`src/rtl/blink_pkg.sv`:
```
// Types and default constants shared by the blink generator and the blink period monitor.
package blink_pkg;

  typedef enum logic [1:0] {
    IDLE,
    ACQ,
    LOCK
  } state_t;

  localparam int EXP_HALF_DEF = 11;
  localparam int CNT_W_DEF    = 8;

endpackage

```
`src/rtl/blink_period_monitor_sync_edge_det.sv`:
```
// Two-flop synchronizer for an asynchronous input, followed by a history flop.
// Produces a one-cycle strobe on either polarity of transition.
module sync_edge_det (
  input  logic clk,
  input  logic rst,
  input  logic sig_in,
  output logic sig_edge
);

  logic sync1;
  logic sync2;
  logic prev;

  always_ff @(posedge clk or posedge rst) begin
    if (rst) begin
      sync1 <= 1'b0;
      sync2 <= 1'b0;
      prev  <= 1'b0;
    end else begin
      sync1 <= sig_in;
      sync2 <= sync1;
      prev  <= sync2;
    end
  end

  assign sig_edge = sync2 ^ prev;

endmodule

```
`src/rtl/blink_period_monitor.sv`:
```
// Measures edge-to-edge intervals of an asynchronous blink input and locks once
// LOCK_N consecutive intervals land within TOL of EXP_HALF.
module blink_period_monitor
  import blink_pkg::*;
#(
  parameter int CNT_W    = CNT_W_DEF,
  parameter int EXP_HALF = EXP_HALF_DEF,
  parameter int TOL      = 1,
  parameter int LOCK_N   = 4,
  parameter int TIMEOUT  = 64
) (
  input  logic             clk,
  input  logic             rst,
  input  logic             sig_in,
  input  logic             clr_lost,
  output logic [CNT_W-1:0] half_period,
  output logic             period_valid,
  output logic             locked,
  output logic             lost,
  output logic             timeout
);

  localparam int MC_W = $clog2(LOCK_N + 1);
  localparam logic [CNT_W-1:0]        IVL_MAX   = '1;
  localparam logic [CNT_W-1:0]        TO_LAST   = CNT_W'(TIMEOUT - 1);
  localparam logic [CNT_W-1:0]        EXP_CMP   = CNT_W'(EXP_HALF);
  localparam logic signed [CNT_W:0]   TOL_S     = (CNT_W + 1)'(TOL);
  localparam logic [MC_W-1:0]         LOCK_LAST = MC_W'(LOCK_N - 1);

  function automatic logic [CNT_W-1:0] sat_inc(input logic [CNT_W-1:0] v);
    return (v == IVL_MAX) ? v : v + 1'b1;
  endfunction

  // One extra bit keeps the difference exact for any measurement, saturated or not.
  function automatic logic in_tol(input logic [CNT_W-1:0] m);
    logic signed [CNT_W:0] d;
    d = $signed({1'b0, m}) - $signed({1'b0, EXP_CMP});
    if (d[CNT_W]) d = -d;
    return d <= TOL_S;
  endfunction

  state_t           state;
  logic [CNT_W-1:0] ivl;
  logic [CNT_W-1:0] meas;
  logic [MC_W-1:0]  match_cnt;
  logic             sig_edge;
  logic             match;
  logic             to_hit;

  sync_edge_det u_sync (
    .clk      (clk),
    .rst      (rst),
    .sig_in   (sig_in),
    .sig_edge (sig_edge)
  );

  assign meas   = sat_inc(ivl);
  assign match  = in_tol(meas);
  assign to_hit = (state != IDLE) && !sig_edge && (ivl == TO_LAST);

  always_ff @(posedge clk or posedge rst) begin
    if (rst) begin
      state        <= IDLE;
      ivl          <= '0;
      match_cnt    <= '0;
      half_period  <= '0;
      period_valid <= 1'b0;
      locked       <= 1'b0;
      lost         <= 1'b0;
      timeout      <= 1'b0;
    end else begin
      period_valid <= 1'b0;
      timeout      <= 1'b0;
      ivl          <= sig_edge ? '0 : sat_inc(ivl);
      // Any lost-set below overrides this clear in the same cycle.
      if (clr_lost) lost <= 1'b0;
      case (state)
        IDLE: begin
          if (sig_edge) state <= ACQ;
        end
        ACQ: begin
          if (sig_edge) begin
            half_period  <= meas;
            period_valid <= 1'b1;
            if (match) begin
              match_cnt <= match_cnt + 1'b1;
              if (match_cnt == LOCK_LAST) begin
                state  <= LOCK;
                locked <= 1'b1;
              end
            end else begin
              match_cnt <= '0;
            end
          end else if (to_hit) begin
            timeout   <= 1'b1;
            state     <= IDLE;
            match_cnt <= '0;
          end
        end
        LOCK: begin
          if (sig_edge) begin
            half_period  <= meas;
            period_valid <= 1'b1;
            if (!match) begin
              state     <= ACQ;
              locked    <= 1'b0;
              lost      <= 1'b1;
              match_cnt <= '0;
            end
          end else if (to_hit) begin
            timeout   <= 1'b1;
            state     <= IDLE;
            match_cnt <= '0;
            locked    <= 1'b0;
            lost      <= 1'b1;
          end
        end
        default: state <= IDLE;
      endcase
    end
  end

endmodule
```
`config.mk`:
```
export PLATFORM = sky130hd
export DESIGN_NAME = blink_period_monitor
export DESIGN_NICKNAME = d
export VERILOG_FILES = /design/src/rtl/blink_pkg.sv /design/src/rtl/blink_period_monitor_sync_edge_det.sv /design/src/rtl/blink_period_monitor.sv
export SDC_FILE = /design/constraint.sdc
export NUM_CORES = 1
export LEC_CHECK = 0
export ABC_AREA = 1
export CAP_MARGIN = 10
export CORE_MARGIN = 2
export CORE_UTILIZATION = 57
export DETAILED_ROUTE_END_ITERATION = 12
export DONT_BUFFER_PORTS = 1
export PLACE_DENSITY_LB_ADDON = 0.2
export SLEW_MARGIN = 20
export SYNTH_ARGS = -nofsm -noshare
export SYNTH_HDL_FRONTEND = slang
export SYNTH_HIERARCHICAL = 1
export SYNTH_SLANG_ARGS = --single-unit
```
`constraint.sdc`:
```
create_clock -name clk -period 2.3 [get_ports clk]
set_input_delay 0.46 -clock clk [delete_from_list [all_inputs] [get_ports clk]]
set_output_delay 0.46 -clock clk [all_outputs]
set_load 0.02 [all_outputs]
```
# ---- Word-level counts from Yosys, hierarchy flattened
# Cells that the tools add are included.
dict set report totals {
  ff_bits 28
  out_inout_bits 12
  wordCells 75
}
dict set report op_classes {
  n_addsub 4
  order_cmp 1
  n_eq_ne 13
  n_mux 34
  n_bitwise 1
  reduce_logical 11
}
# operator count
set op_table {}
lappend op_table {{$mux W1} 16}
lappend op_table {{$mux W8} 2}
lappend op_table {{$mux W3} 5}
lappend op_table {{$mux W2} 7}
lappend op_table {{$ne A3 B3 Y1 const B} 4}
lappend op_table {{$le A9 B2 Y1 const B} 1}
lappend op_table {{$mux W9} 1}
lappend op_table {{$neg A9 Y9} 1}
lappend op_table {{$sub A8 B4 Y9 const B} 1}
lappend op_table {{$add A8 B1 Y8 const B} 1}
lappend op_table {{$eq A8 B6 Y1 const B} 1}
lappend op_table {{$eq A8 B8 Y1 const B} 1}
lappend op_table {{$ne A2 B2 Y1 const B} 4}
lappend op_table {{$pmux W2 S3} 1}
lappend op_table {{$pmux W3 S2} 1}
lappend op_table {{$reduce_and A6 Y1} 1}
lappend op_table {{$reduce_and A2 Y1} 2}
lappend op_table {{$reduce_and A4 Y1} 1}
lappend op_table {{$reduce_bool A2 Y1} 2}
lappend op_table {{$add A3 B1 Y3 const B} 1}
lappend op_table {{$eq A3 B2 Y1 const B} 1}
lappend op_table {{$eq A2 B1 Y1 const B} 1}
lappend op_table {{$eq A2 B2 Y1 const B} 1}
lappend op_table {{$logic_and A1 B1 Y1} 2}
lappend op_table {{other kinds (5)} 5}

# ---- Logic depth before layout (Yosys ltp)
# Gate-level depths: netlist of run 1.
dict set report depth {
  word_depth 9
  ltp_mapped 20
}

# ---- Modules after synthesis
# The synthesis of run 1 kept the hierarchy.
# mod instances cells_each area_per_inst_um2 seq_area_each_um2
set modules_own_cells {}
lappend modules_own_cells {blink_period_monitor 1 254 1846.8 625.6}
lappend modules_own_cells {sync_edge_det 1 9 97.6 75.1}

# ---- Worst setup path before layout of run 1
# OpenSTA, ideal clock, no wires.
dict set report synth_timing {
  path_kind {reg2reg}
  startpoint {register ivl[0]}
  endpoint {register state[0]}
  setup_ps 117
  arrival_ps 2385
  slack_ps -202
  stages_incl_launch_ff 21
  period_less_slack_ps 2502
  cell_sequence {dfrtp_1 -> ha_1 -> inv_1 -> nor2_2 -> nand2_4 -> clkinv_1 -> nand2_1 -> nand2_2 -> ha_1 -> o21ai_4 -> nand2_4 -> clkinv_4 -> nand2_2 -> o21ai_2 -> nand2_2 -> nor2_4 -> nand2_2 -> nand2_2 -> nand3_2 -> nand2_1 -> nand2_1}
}
dict set report synth_between {
  elab_chain_cells 8
  word_cells_on_any_way 16
  classes_between {add/sub: 3; order compare: 1; eq/ne: 4; mux: 6; reduce/logical: 2}
}
# item line
set synth_rtl {}
lappend synth_rtl {{from (decl)} blink_period_monitor.sv:43} ;# logic [CNT_W-1:0] ivl;
lappend synth_rtl {{from (signal assigned)} blink_period_monitor.sv:74} ;# ivl <= sig_edge ? '0 : sat_inc(ivl);
lappend synth_rtl {{$add A8 B1 Y8 or $eq A8 B8 Y1 (tied branches)} blink_period_monitor.sv:31} ;# return (v == IVL_MAX) ? v : v + 1'b1;
lappend synth_rtl {{$mux W8 *} --}
lappend synth_rtl {{net meas[0]} blink_period_monitor.sv:44} ;# logic [CNT_W-1:0] meas;
lappend synth_rtl {{$sub A8 B4 Y9 *} blink_period_monitor.sv:37} ;# d = $signed({1'b0, m}) - $signed({1'b0, EXP_CMP});
lappend synth_rtl {{$neg A9 Y9} blink_period_monitor.sv:38} ;# if (d[CNT_W]) d = -d;
lappend synth_rtl {{$mux W9 *} blink_period_monitor.sv:38}
lappend synth_rtl {{$le A9 B2 Y1 *} blink_period_monitor.sv:39} ;# return d <= TOL_S;
lappend synth_rtl {{$ne A3 B3 Y1 (no line)} --}
lappend synth_rtl {{$reduce_and A4 Y1 (no line) *} --}
lappend synth_rtl {{to (signal assigned)} blink_period_monitor.sv:63} ;# state <= IDLE;
lappend synth_rtl {{to (signal assigned)} blink_period_monitor.sv:79} ;# if (sig_edge) state <= ACQ;
lappend synth_rtl {{to (signal assigned)} blink_period_monitor.sv:88} ;# state <= LOCK;
lappend synth_rtl {{to (decl)} blink_period_monitor.sv:42} ;# state_t state;
# The timed path passes the listed nets; every way through them passes the cells marked *.
# A chain may end at the register's enable or synchronous reset.

# ---- Worst setup path after layout of run 1
dict set report layout_timing {
  startpoint {register ivl[1]}
  endpoint {register state[0]}
}
dict set report layout_between {
  elab_chain_cells 8
  word_cells_on_any_way 16
  classes_between {add/sub: 3; order compare: 1; eq/ne: 4; mux: 6; reduce/logical: 2}
}
# item line
set layout_rtl {}
lappend layout_rtl {{$add A8 B1 Y8 or $eq A8 B8 Y1 (tied branches)} blink_period_monitor.sv:31}
lappend layout_rtl {{$mux W8} --}
lappend layout_rtl {{$sub A8 B4 Y9} blink_period_monitor.sv:37}
lappend layout_rtl {{$neg A9 Y9} blink_period_monitor.sv:38}
lappend layout_rtl {{$mux W9} blink_period_monitor.sv:38}
lappend layout_rtl {{$le A9 B2 Y1} blink_period_monitor.sv:39}
lappend layout_rtl {{$ne A3 B3 Y1 (no line)} --}
lappend layout_rtl {{$reduce_and A4 Y1 (no line)} --}
# Several ways; a longest one is shown, not always the timed one.

==> impl_metrics.ini, run 1 <==
[outcome]
status = finished, violations left
violations = negative setup slack

[sta]
timing_max_transition_violations_final = 0
final.setup_skew_ns = 0.00375
timing.slew.headroom_pct = 70.0
worst-slew-pin-transition_ns = 0.450
fmaxAchievable_mhz = 403
setup-tns-final_ns = -0.999
worst_hold_slack_ns = 0.0317
final.setup.worst_slack_ns = -0.179
count_of_endpoints_failing_hold_in_the_final_timing_report = 0
finalWorstPathRequiredPeriod_ns = 2.48
final.period_utilization_pct = 108
rsz0062_at_grt = true
setup_viol = 7

[synthesis]
syn-instance-count = 263
synth-main-ff-cell = sky130_fd_sc_hd__dfrtp_1
seq_area_frac_synth_pct = 36.0
synth_area_um2 = 1940
syn-num-nets = 277
avgSynthCellArea_um2 = 7.39
synth.yosys.warnings = 6
synth_edf_count = 0
netlist-cell-type-count = 30
postSynthRegisterBits = 28
synth_async_sr_flop_share_pct = 100

[cts]
clock-root-buffer = sky130_fd_sc_hd__clkbuf_4
worst_setup_hold_path_clk_slew_ns = 0.15
cts_tree = done
clock_sink_count = 28
clk_latency_ns = 0.34
tritoncts.num_buffers = 3
cts-root-to-sink-buffers = 2
htree_num_levels = 1

[worst_setup_path]
cp_max_fo = 5
cp_cell_sequence = buf_6 > ha_2 > nand2_2 > buf_4 > inv_2 > nand2_1 > nand2_2 > nand3_4 > nor2_4 > nand2_4 > clkinv_4 > nand2_4 > o21ai_2 > nand2_2 > nor2_4 > nand2_2 > nand2_2 > nand3_2 > nand2_1 > nand2_1
critPathArrivalTime_ns = 2.73
cp-start-kind = flip-flop
timing.critical_path.required_ns = 2.55
critPathMostFrequentCell = sky130_fd_sc_hd__nand2_2
worst_path_max_delay_cell = sky130_fd_sc_hd__dfrtp_1
critPathMaxStageDelay_ns = 0.46
timing.critical_path.to_type = flip-flop
crit_type = reg -> reg

[place]
number_of_buffers_inserted_by_port_buffering = 0
placer_congestion_estimate = 0.875
placement.setup.worst_slack_ns = -0.172
hpwl_um = 3240

[drt]
top_signal_layer_used = met4
drc = 0
drt_pre_antenna_iters = 4
wirelength_um = 4670
routed-via-count = 1778
detail_route.vias_per_cell = 5.17
routed_met3_length_um = 245
first_iteration_detailed_routing_drc_count = 132
met2WireLength_um = 2250
route.layer.met1.wl_um = 2160
final_antenna_net_count = 0
wl_per_cell_um = 13.6

[finish]
antenna-diode-count = 0
postLayoutCoreUtil_pct = 74.3
final_layout_size_suffix_gt1_share_pct = 34.6
layout.cells.most_common_list = sky130_fd_sc_hd__nand2_1, sky130_fd_sc_hd__inv_1, sky130_fd_sc_hd__buf_4
final_nets = 313
area.growth.synth_to_final_pct = 26.5
most_frequent_standard_cell_in_the_layout_excluding_fill_and_tap_cells = sky130_fd_sc_hd__nand2_1

[power_and_ir_drop]
leakage_nw = 1.34
total_power_mw = 1.85
ir_drop_mv = 0.495
power.density_nw_per_um2 = 753

[worst_hold_path]
min_path_type = in -> async

[global_routing]
first_global_vias = 1766
global_route.usage.total_pct = 24.6
grt_pass1_wl_um = 7780
antenna_found_initial = 0
grt_start_max_net_pins = 26
globalRouteOverflowTotal = 0

[job]
maxCapViolations = 0

[floorplanning]
design.portCount = 16
initial_core_util_pct = 58.7
chipHeight_um = 62.4
num_rows = 21
die-area_um2 = 3890
core_area_um2 = 3310
die_width_um = 62.4
## worst paths after layout
kind	endpoint	startpoint	slack [ns]	cells after the start
worst min-delay path	half_period[5]	rst	0.03	2
worst min register to register	u_sync/sync2	u_sync/sync1	0.38	0
min in group clk	u_sync/sync1	sig_in	0.13	0
worst max register to register	state[0]	ivl[1]	-0.18	20
worst max-delay path	state[0]	ivl[1]	-0.18	20
max in group asynchronous	u_sync/prev	rst	1.76	2
## cells by family (layout without fill, tap and decap cells)
group / Yosys count / after routing / share of synthesized area, %
flops: 28 / 28 / 36.0
fa+ha+maj: 10 / 10 / 6.44
compound gates: 19 / 19 / 6.56
buf+inv: 47 / 82 / 9.52
xor+xnor: 4 / 4 / 1.80
simple gates: 155 / 155 / 39.6
## registers in the layout (all words and copies together), names as in the netlist, 2 cells and up
register	cells
state	2
match_cnt	3
half_period	8
ivl	8
## power by group
group          switching, mW  internal [mW]  leakage [nW]  total [mW]
Combinational          0.485          0.324         0.944       0.808
Sequential             0.139          0.577         0.368       0.716
Clock                  0.151          0.177        0.0279       0.327
Total                  0.774           1.08          1.34        1.85
## cell usage after synthesis, types with 2 or more instances
cell	count	share of area [%]
sky130_fd_sc_hd__nor3_1	2	0.51
sky130_fd_sc_hd__inv_1	40	7.7
sky130_fd_sc_hd__ha_1	10	6.4
sky130_fd_sc_hd__nand4_1	10	3.2
sky130_fd_sc_hd__nor2_1	18	3.5
sky130_fd_sc_hd__o21ai_0	10	2.6
sky130_fd_sc_hd__nand2_2	9	2.9
sky130_fd_sc_hd__nor2_4	3	1.7
sky130_fd_sc_hd__nand3_2	7	3.6
sky130_fd_sc_hd__nand2_1	80	15
sky130_fd_sc_hd__dfrtp_1	28	36
sky130_fd_sc_hd__nor2_2	4	1.3
sky130_fd_sc_hd__inv_2	2	0.39
sky130_fd_sc_hd__xor2_1	4	1.8
sky130_fd_sc_hd__nand3_1	18	4.6
sky130_fd_sc_hd__o21ai_1	2	0.51
sky130_fd_sc_hd__nand2_4	3	1.7
## layout make-up
cell class	count	area, um^2
clock buffer	3	22.5
tap	46	57.6
timing repair buffer	34	262
inverter	44	175
clock inverter	1	30.0
multi-input combinational	188	1210
sequential	28	703
fill	248	851
## layer usage
metal | up-vias | global-route usage, %
met5 | - | 0
met4 | 0 | 6.94
met3 | 3 | 3.78
met2 | 48 | 40.5
met1 | 829 | 34.0
li1 | 898 | -
## per-stage QoR
| stage | cell area (um^2) | std cells |
|---|---|---|
| floorplan | 1990 | 263 |
| global placement | 2210 | 330 |
| detailed placement | 2210 | 330 |
| CTS | 2330 | 339 |
| global route | 2460 | 344 |
| finish | 2460 | 344 |
## timing repair
item / CTS / global route
setup buffers: 4 / 5
pin swaps: 10 / 17
endpoints found under the hold margin: 3 / 0
hold buffers: 1 / 0
gates resized for setup: 9 / 26
setup endpoints to repair: 7 / 7
## worst max-delay path, delay by kind of cell (launching register included)
| kind | cells | cell delay (ns) |
|---|---|---|
| AO/OA/AOI/OAI | 1 | 0.07 |
| adder cells (fa/ha/maj) | 1 | 0.18 |
| buffers and inverters | 4 | 0.43 |
| flip-flops | 1 | 0.46 |
| AND/OR/NAND/NOR | 14 | 1.27 |
No activity file was read; power rests on OpenSTA's default activity.
==> inputs of run 2 (changes only) <==
--- a/config.mk
+++ b/config.mk
@@ -12,6 +12,7 @@
 export DETAILED_ROUTE_END_ITERATION = 12
 export DONT_BUFFER_PORTS = 1
 export PLACE_DENSITY_LB_ADDON = 0.2
+export REMOVE_ABC_BUFFERS = 1
 export SLEW_MARGIN = 20
 export SYNTH_ARGS = -nofsm -noshare
 export SYNTH_HDL_FRONTEND = slang
==> run 2 against run 1 <==
  * The flow still finishes with violations (negative setup slack)
  * Cell area decreased by 3.3%
  * Power up 0.51%
  * Worst hold slack improved by 0.0045 ns
  * Largest cell class unchanged
  * Largest power group unchanged
==> impl_metrics.ini, run 2 (same netlist as run 1, synthesis figures left out) <==
[finish]
filler_cell_count = 275
final_cell_area_um2 = 2380
final_nets = 309
largestRegisters = half_period: 8 flops, ivl: 8 flops, match_cnt: 3 flops
antenna-diode-count = 0
final_layout_size_suffix_gt1_share_pct = 30.6
layout.cells.most_common_list = sky130_fd_sc_hd__nand2_1, sky130_fd_sc_hd__inv_1, sky130_fd_sc_hd__buf_4
most_frequent_standard_cell_in_the_layout_excluding_fill_and_tap_cells = sky130_fd_sc_hd__nand2_1
area.growth.synth_to_final_pct = 22.3

[worst_setup_path]
cp_max_fo = 4
r2r_cells = 20
setup.worst_path.start = ivl[0]
r2r_end = state[0]
rr_startpoint = ivl[0]
timing.critical_path.to_type = flip-flop
critPathArrivalTime_ns = 2.68
critPathCapture = state[0]
timing.reg2reg.setup_slack_ns = -0.12
timing.critical_path.required_ns = 2.55
crit_type = reg -> reg
cp-start-kind = flip-flop

[sta]
final.period_utilization_pct = 105
worst-slew-pin-transition_ns = 0.485
fmaxAchievable_mhz = 412
timing.slew.headroom_pct = 67.6
setup_viol = 7
final.setup.worst_slack_ns = -0.124
count_of_endpoints_failing_hold_in_the_final_timing_report = 0
timing_max_transition_violations_final = 0
final.setup_skew_ns = 0.00201
rsz0062_at_grt = true
finalWorstPathRequiredPeriod_ns = 2.42

[drt]
final_antenna_net_count = 0
drt_pre_antenna_iters = 4
routed-via-count = 1776
wirelength_um = 4480
drc = 0
wl_per_cell_um = 13.2
first_iteration_detailed_routing_drc_count = 93
detail_route.vias_per_cell = 5.22

[cts]
cts_tree = done
clk_latency_ns = 0.34
tritoncts.num_buffers = 3
worst_setup_hold_path_clk_slew_ns = 0.15
cts-root-to-sink-buffers = 2
clock_sink_count = 28
htree_num_levels = 1
clock-root-buffer = sky130_fd_sc_hd__clkbuf_4

[floorplanning]
num_rows = 21
design.portCount = 16
initial_core_util_pct = 58.7
chipHeight_um = 62.4
die_width_um = 62.4
die-area_um2 = 3890
core_area_um2 = 3310

[power_and_ir_drop]
combinationalPowerShare_pct = 43.9
ir_drop_mv = 0.496
p_int_mw = 1.07
p_seq_share_pct = 38.4
leakage_nw = 1.31
power_frac_clock_pct = 17.6
power.switching_fraction_pct = 42.3
power.density_nw_per_um2 = 782
total_power_mw = 1.86
switching_power_mw = 0.788

[place]
dpl-instance-area_um2 = 2180
placer_congestion_estimate = 0.847
hpwl_um = 3130
number_of_buffers_inserted_by_port_buffering = 0

[worst_hold_path]
min_path_type = in -> async

[global_routing]
grt_pass1_wl_um = 7560
grt_start_max_net_pins = 26
global_route.usage.total_pct = 24.3
first_global_vias = 1692
antenna_found_initial = 0
globalRouteOverflowTotal = 0

[job]
maxCapViolations = 0

[outcome]
status = finished, violations left
violations = negative setup slack
-- run 2: through the flow --
step / setup TNS [ns] / hold WS (ns) / util [%] / setup slack [ns] / cells
6_report: -0.683 / 0.0362 / 71.8 / -0.124 / 340
5_1_grt: -1.79 / 0.0408 / 71.8 / -0.288 / 340
3_3_place_gp: -0.919 / 0.220 / 65.9 / -0.172 / 332
3_5_place_dp: -1.15 / 0.222 / 65.9 / -0.202 / 332
2_1_floorplan: -1.16 / 0.214 / - / -0.202 / 260
4_1_cts: -0.254 / 0.0561 / 70.3 / -0.0704 / 339
-- run 2: per-layer routing --
layer | global-route usage, % | vias to the layer above | share of wire [%] | routed length (um)
met1 | 34.7 | 822 | 47 | 2120
met2 | 39.2 | 51 | 47 | 2090
met5 | 0 | - | 0 | 0
met3 | 2.16 | 7 | 4.2 | 189
li1 | - | 896 | - | -
met4 | 7.78 | 0 | 1.9 | 83
-- run 2: final cells by class --
cell class	count	area, um^2	area share [%]
Multi-Input combinational cell	188	1160	48.9
Sequential cell	28	703	29.6
Timing Repair Buffer	30	228	9.57
Inverter	44	175	7.36
Tap cell	46	57.6	2.42
Clock inverter	1	30.0	1.26
Clock buffer	3	22.5	0.947
-- run 2: worst min path at each step --
| stage | start | endpoint | slack [ns] | cells after the start |
|---|---|---|---|---|
| CTS | rst | period_valid | 0.06 | 2 |
| floorplan | rst | u_sync/prev | 0.21 | 1 |
| detailed placement | rst | u_sync/prev | 0.22 | 1 |
| global placement | rst | u_sync/prev | 0.22 | 1 |
| finish | rst | half_period[7] | 0.04 | 2 |
| global route | rst | period_valid | 0.04 | 2 |
-- run 2: power groups by stage --
stage / Clock [mW] / Combinational, mW / Sequential, mW
final: 0.328 / 0.817 / 0.715
after detailed placement: 0 / 0.719 / 0.716
after global placement: 0 / 0.709 / 0.717
after global routing: 0.360 / 0.923 / 0.729
after CTS: 0.333 / 0.766 / 0.712
after floorplan: 0 / 0.543 / 0.701
-- run 2: worst max-delay path: stages, from the launching register on --
cell	delay, ns
sky130_fd_sc_hd__dfrtp_1	0.44
sky130_fd_sc_hd__ha_4	0.20
sky130_fd_sc_hd__inv_4	0.07
sky130_fd_sc_hd__nor2_4	0.04
sky130_fd_sc_hd__nand2_4	0.10
sky130_fd_sc_hd__inv_4	0.03
sky130_fd_sc_hd__nand2_2	0.07
sky130_fd_sc_hd__nand2_4	0.06
sky130_fd_sc_hd__ha_4	0.17
sky130_fd_sc_hd__o21ai_4	0.21
sky130_fd_sc_hd__nand2_1	0.09
sky130_fd_sc_hd__o21ai_2	0.13
sky130_fd_sc_hd__nand2_1	0.08
sky130_fd_sc_hd__nand2_1	0.08
sky130_fd_sc_hd__nand2_2	0.06
sky130_fd_sc_hd__nor2_4	0.14
sky130_fd_sc_hd__nand2_2	0.08
sky130_fd_sc_hd__nand2_2	0.09
sky130_fd_sc_hd__nand3_2	0.07
sky130_fd_sc_hd__nand2_1	0.07
sky130_fd_sc_hd__nand2_1	0.05
-- run 2: timing repair --
item / 4_1_cts / 5_1_grt
setup buffers: 2 / 1
hold endpoints to repair: 3 / 0
endpoints found under the setup margin: 7 / 7
hold buffers: 1 / 0
resized for setup: 21 / 13
pin swaps: 14 / 11
==> inputs of run 3 (changes only) <==
--- a/config.mk
+++ b/config.mk
@@ -8,7 +8,7 @@
 export ABC_AREA = 1
 export CAP_MARGIN = 10
 export CORE_MARGIN = 2
-export CORE_UTILIZATION = 57
+export CORE_UTILIZATION = 60
 export DETAILED_ROUTE_END_ITERATION = 12
 export DONT_BUFFER_PORTS = 1
 export PLACE_DENSITY_LB_ADDON = 0.2
==> constraint.sdc (replaced) <==
create_clock -name clk -period 3.12 [get_ports clk]
set_input_delay 0.624 -clock clk [delete_from_list [all_inputs] [get_ports clk]]
set_output_delay 0.624 -clock clk [all_outputs]
set_load 0.02 [all_outputs]
==> run 3 against run 2 <==
  * The run now ends clean
  * Register-to-register slack improved by 0.43 ns
  * Combinational power fell by 39%
  * Sequential power fell by 26%
  * Global-route usage barely moved
  * Sequential share of layout area rose by 4.6 points
  * Power fell by 32%
  * Critical path depth fell by 1
  * Clock-buffer cell count did not move
  * Setup slack improved by 0.43 ns
  * Clock power fell by 27%
==> impl_metrics.ini, run 3 (same netlist as run 1, synthesis figures left out) <==
[floorplanning]
chipHeight_um = 60.9
die-area_um2 = 3710
die_width_um = 60.9
num_rows = 20
design.portCount = 16
core_area_um2 = 3080
initial_core_util_pct = 63.2

[finish]
final_nets = 281
layout.cells.most_common_list = sky130_fd_sc_hd__nand2_1, sky130_fd_sc_hd__inv_1, sky130_fd_sc_hd__dfrtp_1
area.growth.synth_to_final_pct = 5.73
antenna-diode-count = 0
filler_cell_count = 269
largestRegisters = half_period: 8 flops, ivl: 8 flops, match_cnt: 3 flops
final_layout_size_suffix_gt1_share_pct = 14.7
most_frequent_standard_cell_in_the_layout_excluding_fill_and_tap_cells = sky130_fd_sc_hd__nand2_1

[worst_setup_path]
r2r_end = state[0]
timing.critical_path.required_ns = 3.38
cp_max_fo = 9
critPathArrivalTime_ns = 3.08
cp-start-kind = flip-flop
timing.reg2reg.setup_slack_ns = 0.30
crit_type = reg -> reg
timing.critical_path.to_type = flip-flop
rr_startpoint = ivl[0]
r2r_cells = 19

[cts]
cts-root-to-sink-buffers = 2
clock-root-buffer = sky130_fd_sc_hd__clkbuf_4
cts_tree = done
tritoncts.num_buffers = 3
clock_sink_count = 28
clk_latency_ns = 0.35
htree_num_levels = 1
worst_setup_hold_path_clk_slew_ns = 0.16

[sta]
timing_max_transition_violations_final = 0
finalWorstPathRequiredPeriod_ns = 2.82
setup_viol = 0
fmaxAchievable_mhz = 355
final.setup_skew_ns = 0.0141
final.setup.worst_slack_ns = 0.302
timing.slew.headroom_pct = 38.6
setup-tns-final_ns = 0
count_of_endpoints_failing_hold_in_the_final_timing_report = 0
worst-slew-pin-transition_ns = 0.921
final.period_utilization_pct = 90.3
rsz0062_at_grt = false

[place]
hpwl_um = 3010
number_of_buffers_inserted_by_port_buffering = 0
placement.setup.worst_slack_ns = 0.372
placer_congestion_estimate = 0.965

[global_routing]
first_global_vias = 1607
antenna_found_initial = 0
grt_pass1_wl_um = 6870
global_route.usage.total_pct = 24.3
grt_start_max_net_pins = 26
globalRouteOverflowTotal = 0

[drt]
wl_per_cell_um = 12.5
drc = 0
routed-via-count = 1609
first_iteration_detailed_routing_drc_count = 115
final_antenna_net_count = 0
wirelength_um = 3870
detail_route.vias_per_cell = 5.19
drt_pre_antenna_iters = 4

[power_and_ir_drop]
power_frac_clock_pct = 19.0
p_seq_share_pct = 41.7
power.density_nw_per_um2 = 616
combinationalPowerShare_pct = 39.3
ir_drop_mv = 0.404
leakage_nw = 1.15
switching_power_mw = 0.536
p_int_mw = 0.730
power.switching_fraction_pct = 42.3

[worst_hold_path]
holdPathStages = 0
worstHoldEndpoint = u_sync/sync1
min_from = sig_in
min_path_type = in -> reg

[outcome]
status = completed

[job]
maxCapViolations = 0
-- run 3: changes by cell type in the layout (fill, tap and decap cells not counted), moves of 2 or more --
| cell | delta |
|---|---|
| sky130_fd_sc_hd__inv_1 | +3 |
| sky130_fd_sc_hd__nand2_4 | -3 |
| sky130_fd_sc_hd__ha_1 | +2 |
| sky130_fd_sc_hd__nand2_1 | +11 |
| sky130_fd_sc_hd__inv_4 | -2 |
| sky130_fd_sc_hd__nand3_1 | +2 |
| sky130_fd_sc_hd__ha_4 | -2 |
| sky130_fd_sc_hd__nand2_2 | -8 |
| sky130_fd_sc_hd__inv_2 | -2 |
| sky130_fd_sc_hd__buf_4 | -28 |
-- run 3: power groups by stage --
stage	combinational, mW	clock (mW)	sequential, mW
floorplan	0.400	0	0.517
global placement	0.480	0	0.532
detailed placement	0.487	0	0.533
CTS	0.493	0.245	0.527
global route	0.571	0.251	0.537
finish	0.497	0.241	0.528
-- run 3: worst max path at each step --
| stage | slack (ns) | startpoint | endpoint |
|---|---|---|---|
| 6_report | 0.30 | ivl[0] | state[0] |
| 5_1_grt | 0.006 | ivl[0] | state[0] |
| 4_1_cts | 0.33 | ivl[1] | state[0] |
| 3_3_place_gp | 0.43 | ivl[1] | state[1] |
| 3_5_place_dp | 0.37 | ivl[1] | state[0] |
| 2_1_floorplan | 0.62 | ivl[0] | state[0] |
-- run 3: area by class of cell --
cell class | count | area [um^2] | area share [%]
multi-input combinational | 188 | 1060 | 51.5
sequential | 28 | 702 | 34.1
inverter | 44 | 170 | 8.28
tap | 44 | 55.1 | 2.68
clock inverter | 1 | 30.0 | 1.46
clock buffer | 3 | 22.5 | 1.10
timing repair buffer | 2 | 17.5 | 0.852
-- run 3: routing by layer --
layer / global-route usage, % / wire, um / vias up
met3: 3.41 / 250 / 7
met5: 0 / 0 / -
met4: 6.52 / 53 / 0
li1: - / - / 828
met1: 34.7 / 1840 / 721
met2: 38.9 / 1720 / 53
-- run 3: through the flow --
step | util [%] | std cells | total power [mW] | instance area, um^2 | hold slack, ns
floorplan | - | 260 | 0.917 | 1930 | 0.331
global placement | 64.5 | 304 | 1.01 | 1980 | 0.344
detailed placement | 64.5 | 304 | 1.02 | 1980 | 0.338
CTS | 66.5 | 309 | 1.26 | 2050 | 0.278
global route | 66.8 | 310 | 1.36 | 2060 | 0.272
finish | 66.8 | 310 | 1.27 | 2060 | 0.280
-- run 3: worst max-delay path, stage by stage, from the launching register on --
cell                       delay, ns
sky130_fd_sc_hd__dfrtp_1        0.44
sky130_fd_sc_hd__ha_1           0.25
sky130_fd_sc_hd__inv_1          0.08
sky130_fd_sc_hd__nor2_2         0.17
sky130_fd_sc_hd__nand2_4        0.13
sky130_fd_sc_hd__nand2_1        0.11
sky130_fd_sc_hd__nand2_2        0.09
sky130_fd_sc_hd__ha_1           0.28
sky130_fd_sc_hd__o21ai_4        0.26
sky130_fd_sc_hd__nand2_4        0.11
sky130_fd_sc_hd__clkinv_4       0.08
sky130_fd_sc_hd__nand3_2        0.08
sky130_fd_sc_hd__nand2_1        0.07
sky130_fd_sc_hd__nand2_1        0.08
sky130_fd_sc_hd__nor2_4         0.14
sky130_fd_sc_hd__nand2_2        0.09
sky130_fd_sc_hd__nand2_2        0.09
sky130_fd_sc_hd__nand3_2        0.08
sky130_fd_sc_hd__nand2_1        0.07
sky130_fd_sc_hd__nand2_1        0.05
-- run 3: timing repair --
item / 4_1_cts / 5_1_grt
hold buffers: 1 / 0
setup endpoints to repair: 0 / 2
endpoints found under the hold margin: 3 / 0
resized for setup: 0 / 1
buffers inserted: 0 / 1
